`src/rtl/serial_add_ctrl.sv`:
```
// rtl/serial_add_ctrl.sv - bit-serial adder: one full adder reused LSB-first over WIDTH cycles
module serial_add_ctrl #(
    parameter int WIDTH = 8
) (
    input  logic             clk,
    input  logic             reset,
    input  logic             start,
    input  logic [WIDTH-1:0] opA,
    input  logic [WIDTH-1:0] opB,
    input  logic             carryIn,
    output logic             busy,
    output logic             done,
    output logic [WIDTH-1:0] sum,
    output logic             carryOut,
    output logic             overflow
);

    localparam int CW = $clog2(WIDTH);

    typedef enum logic [1:0] {
        IDLE,
        ADD,
        DONE
    } state_t;

    state_t           state;
    logic [WIDTH-1:0] a_sh;
    logic [WIDTH-1:0] b_sh;
    logic             c_reg;
    logic [CW-1:0]    cnt;

    // Full adder built from two half adders and an OR.
    logic ha1_s, ha1_c, fa_s, ha2_c, fa_c;

    assign ha1_s = a_sh[0] ^ b_sh[0];
    assign ha1_c = a_sh[0] & b_sh[0];
    assign fa_s  = ha1_s ^ c_reg;
    assign ha2_c = ha1_s & c_reg;
    assign fa_c  = ha1_c | ha2_c;

    always_ff @(posedge clk or posedge reset) begin
        if (reset) begin
            state    <= IDLE;
            a_sh     <= '0;
            b_sh     <= '0;
            c_reg    <= 1'b0;
            cnt      <= '0;
            busy     <= 1'b0;
            done     <= 1'b0;
            sum      <= '0;
            carryOut <= 1'b0;
            overflow <= 1'b0;
        end else begin
            done <= 1'b0;
            case (state)
                IDLE: begin
                    if (start) begin
                        a_sh  <= opA;
                        b_sh  <= opB;
                        c_reg <= carryIn;
                        cnt   <= '0;
                        busy  <= 1'b1;
                        state <= ADD;
                    end
                end
                ADD: begin
                    // Sum bits enter at the MSB so bit 0 lands at sum[0] after WIDTH shifts.
                    sum   <= {fa_s, sum[WIDTH-1:1]};
                    a_sh  <= a_sh >> 1;
                    b_sh  <= b_sh >> 1;
                    c_reg <= fa_c;
                    cnt   <= cnt + 1'b1;
                    if (cnt == CW'(WIDTH - 1)) begin
                        carryOut <= fa_c;
                        overflow <= c_reg ^ fa_c;
                        state    <= DONE;
                    end
                end
                DONE: begin
                    done  <= 1'b1;
                    busy  <= 1'b0;
                    state <= IDLE;
                end
                default: state <= IDLE;
            endcase
        end
    end

endmodule
```
`config.mk`:
```
export PLATFORM = sky130hd
export DESIGN_NAME = serial_add_ctrl
export DESIGN_NICKNAME = d
export VERILOG_FILES = /design/src/rtl/serial_add_ctrl.sv
export SDC_FILE = /design/constraint.sdc
export NUM_CORES = 1
export LEC_CHECK = 0
export CAP_MARGIN = 20
export CORE_MARGIN = 1
export CORE_UTILIZATION = 31
export CTS_CLUSTER_DIAMETER = 120
export DETAILED_ROUTE_END_ITERATION = 7
export MAX_ROUTING_LAYER = met4
export SLEW_MARGIN = 5
export SYNTH_ARGS = -nofsm -noshare
export SYNTH_HDL_FRONTEND = slang
export SYNTH_SLANG_ARGS = --single-unit
```
`constraint.sdc`:
```
create_clock -name clk -period 2.13 [get_ports clk]
set_input_delay 0.426 -clock clk [delete_from_list [all_inputs] [get_ports clk]]
set_output_delay 0.426 -clock clk [all_outputs]
set_load 0.005 [all_outputs]
```
==> results.sh <==
export IMPL_min_path_type="flip-flop to flip-flop"
export IMPL_cp_end_kind="output pin"
export IMPL_synth_fp_nets=155
export IMPL_cts_buffer_depth=2
export IMPL_rr_worst_depth=4
export IMPL_wl_per_cell_um=12.50
export IMPL_top_regs="a_sh: 8 flops, b_sh: 8 flops, sum: 8 flops"
export IMPL_synth_seq_cells=34
export IMPL_cts_root_buf="clkbuf_8"
export IMPL_post_route_period_util_pct=74.60
export IMPL_wl_um=2926
export IMPL_vias=1119
export IMPL_netlist_cell_type_count=24
export IMPL_gp_congestion=0.7303
export IMPL_cts_buffers=5
export IMPL_clkSinkCount=34
export IMPL_peakVddDrop_v=0.0005020
export IMPL_seq_area_frac_synth_pct=52.19
export IMPL_portBuffers=31
export IMPL_wl_met2_um=1310
export IMPL_nets=186
export IMPL_crit_fanout=3
export IMPL_core_mm2=0.005075
export IMPL_holdBufCountCts=0
export IMPL_syn_area_per_cell_um2=12.35
export IMPL_maxSlewViolCount=0
export IMPL_clock_latency_ns=0.28
export IMPL_crit_start="sum[7]"
export IMPL_synth_edf_count=0
export IMPL_cts_setup_buffers=0
export IMPL_outcome="complete, no violations"
export IMPL_synthToLayoutAreaGrowth_pct=27.24
export IMPL_syn_inst=132
export IMPL_initial_utilization_pct=32.13
export IMPL_path_class="flip-flop to output pin"
export IMPL_power_total_mw=2.805
export IMPL_overflow=0
export IMPL_critPathSlowestCell="clkdlybuf4s50_1"
export IMPL_dp_hpwl_um=1947
export IMPL_max_stage_delay_ns=0.51
export IMPL_first_global_vias=1111
export IMPL_ys_flop_type="dfrtp_1"
export IMPL_drt_pass1_iter_count=4
export IMPL_pre_cts_slack_ns=0.4296
export IMPL_post_dp_cell_area_mm2=0.001979
export IMPL_track_usage_pct=12.66
export IMPL_wl_met3_um=128
export IMPL_cp_required_ns=1.70
export IMPL_p_leak_nw=0.8811
export IMPL_ys_async_sr_fraction_pct=100.0
export IMPL_power_density_mw_per_mm2=1352
export IMPL_met1_length_um=1469
export IMPL_post_route_min_period_ns=1.589
export IMPL_drt_iter0_drc=43
export IMPL_fp_dieArea_mm2=0.005553
export IMPL_setup_viol=0
export IMPL_worstHoldPathCells=1
export IMPL_fmax_mhz=629.3
export IMPL_grt_pass1_wl_um=5085
export IMPL_drive_gt1_share_pct=18.29
export IMPL_topRoutingLayerUsed="met4"
export IMPL_vias_per_cell=4.782
export IMPL_setup_ws_ns=0.5410
export IMPL_ctsResizeCount=0
export IMPL_rows=26
export IMPL_crit_cells=1
export IMPL_io_pins=32
export IMPL_num_antenna_cells=0
export IMPL_die_width_um=74.52
export IMPL_n_fill_cell=520
export IMPL_worstMarginPinSlew_ns=0.4266
export IMPL_grt_max_degree=35
export IMPL_htree_levels=2
export IMPL_fin_area_mm2=0.002074
export IMPL_cp_buffers_inverters=1
export IMPL_crit_family="buffers and inverters"
export IMPL_die_height_um=74.52
export IMPL_cts_tree="yes"
export IMPL_hp_start="sum[0]"
export IMPL_crit_path_start_kind="flip-flop"
export IMPL_clkSlewWorstSetupHoldPaths_ns=0.07
export IMPL_postRouteAntennaNets=0
export IMPL_synthesis_area_mm2=0.001630
export IMPL_tns_ns=0
export IMPL_regToRegStartpoint="state[0]"
export IMPL_antenna_found_initial=0
export IMPL_worstPathCellList="clkdlybuf4s50_1"
export IMPL_ys_warn_count=0
export IMPL_drc=0
export IMPL_clock_skew_ns=0.007968
export IMPL_critPathArrivalTime_ns=1.16
export IMPL_drv_cap=0
export IMPL_hold_violations=0
export IMPL_slew_headroom_pct=71.16
export IMPL_rsz0062_at_grt="false"
[cell usage after synthesis, types with 2 or more instances]
| cell type | number | area (µm²) |
|---|---|---|
| buf_4 | 2 | 15.01 |
| nor2_1 | 11 | 41.29 |
| clkbuf_1 | 3 | 11.26 |
| a221oi_1 | 9 | 78.83 |
| mux2_4 | 4 | 60.06 |
| buf_2 | 3 | 15.01 |
| nor4b_1 | 15 | 131.4 |
| a22o_1 | 4 | 35.03 |
| buf_6 | 4 | 45.04 |
| dfrtp_1 | 34 | 850.8 |
| a221oi_2 | 5 | 75.07 |
| ha_1 | 2 | 25.02 |
| nor3b_1 | 2 | 15.01 |
| mux2_2 | 7 | 78.83 |
| inv_1 | 17 | 63.81 |
| a21oi_1 | 2 | 10.01 |
[metrics by stage]
stage,std cells,hold slack (ns),util (%)
finish,234,0.5142,40.88
global route,234,0.5344,40.88
CTS,234,0.5117,40.88
detailed placement,226,0.4943,39.00
global placement,226,0.4881,39.00
floorplan,132,0.4698,-
[final cells by class]
cell class / count / area [µm²] / share of cell area (%)
Timing Repair Buffer: 36 / 347.8 / 16.77
Clock inverter: 2 / 12.51 / 0.6031
Clock buffer: 6 / 82.58 / 3.981
Sequential cell: 34 / 850.8 / 41.01
Tap cell: 70 / 87.58 / 4.222
Multi-Input combinational cell: 69 / 629.4 / 30.34
Inverter: 17 / 63.81 / 3.076
[per-layer routing]
| layer | track usage [%] | up-vias |
|---|---|---|
| li1 | - | 537 |
| met1 | 16.20 | 543 |
| met2 | 19.42 | 35 |
| met3 | 3.659 | 4 |
| met4 | 3.774 | 0 |
| met5 | - | - |
[where the power goes]
| group | leakage (nW) | internal (mW) | switching [mW] | total, mW |
|---|---|---|---|---|
| combinational | 0.432 | 0.703 | 0.492 | 1.20 |
| sequential | 0.402 | 0.944 | 0.171 | 1.11 |
| clock | 0.0472 | 0.260 | 0.235 | 0.495 |
| total | 0.881 | 1.91 | 0.897 | 2.80 |
[placed cells by master, fill, tap and decap left out]
| cell | Yosys | final |
|---|---|---|
| o21bai_1 | 1 | 1 |
| buf_4 | 2 | 5 |
| mux2_2 | 7 | 7 |
| nor2_1 | 11 | 11 |
| dfrtp_1 | 34 | 34 |
| mux2_4 | 4 | 4 |
| a221oi_1 | 9 | 9 |
| inv_1 | 17 | 17 |
| nand2b_1 | 1 | 1 |
| nor2b_4 | 1 | 1 |
| clkinvlp_4 | 0 | 1 |
| xor2_1 | 1 | 1 |
| nor2b_1 | 1 | 1 |
| a211oi_1 | 1 | 1 |
| clkbuf_8 | 0 | 6 |
| a221oi_2 | 5 | 5 |
| clkdlybuf4s50_1 | 0 | 31 |
| a21oi_1 | 2 | 2 |
| fa_1 | 1 | 1 |
| and3b_1 | 1 | 1 |
| ha_1 | 2 | 2 |
| a22o_1 | 4 | 4 |
| nor3b_1 | 2 | 2 |
| clkinv_2 | 0 | 1 |
| nor4b_1 | 15 | 15 |
[path summary, 6_finish.rpt]
path / endpoint / slack [ns]
hold reg to reg: sum[0] / 0.51
setup reg to reg: a_sh[4] / 0.69
setup / recovery: sum[7] / 0.54
max in group asynchronous: b_sh[2] / 1.27
hold / removal: sum[0] / 0.51
min in group asynchronous: sum[6] / 0.55
[cell families after synthesis]
group / count (synthesis) / synth area share, %
adder cells (fa/ha/maj): 3 / 2.763
buffers and inverters: 29 / 9.209
flip-flops: 34 / 52.19
multiplexers: 11 / 8.519
AO/OA/AOI/OAI: 22 / 13.12
AND/OR/NAND/NOR: 32 / 13.66
XOR/XNOR: 1 / 0.5373
No activity file was read; power rests on OpenSTA's default activity.
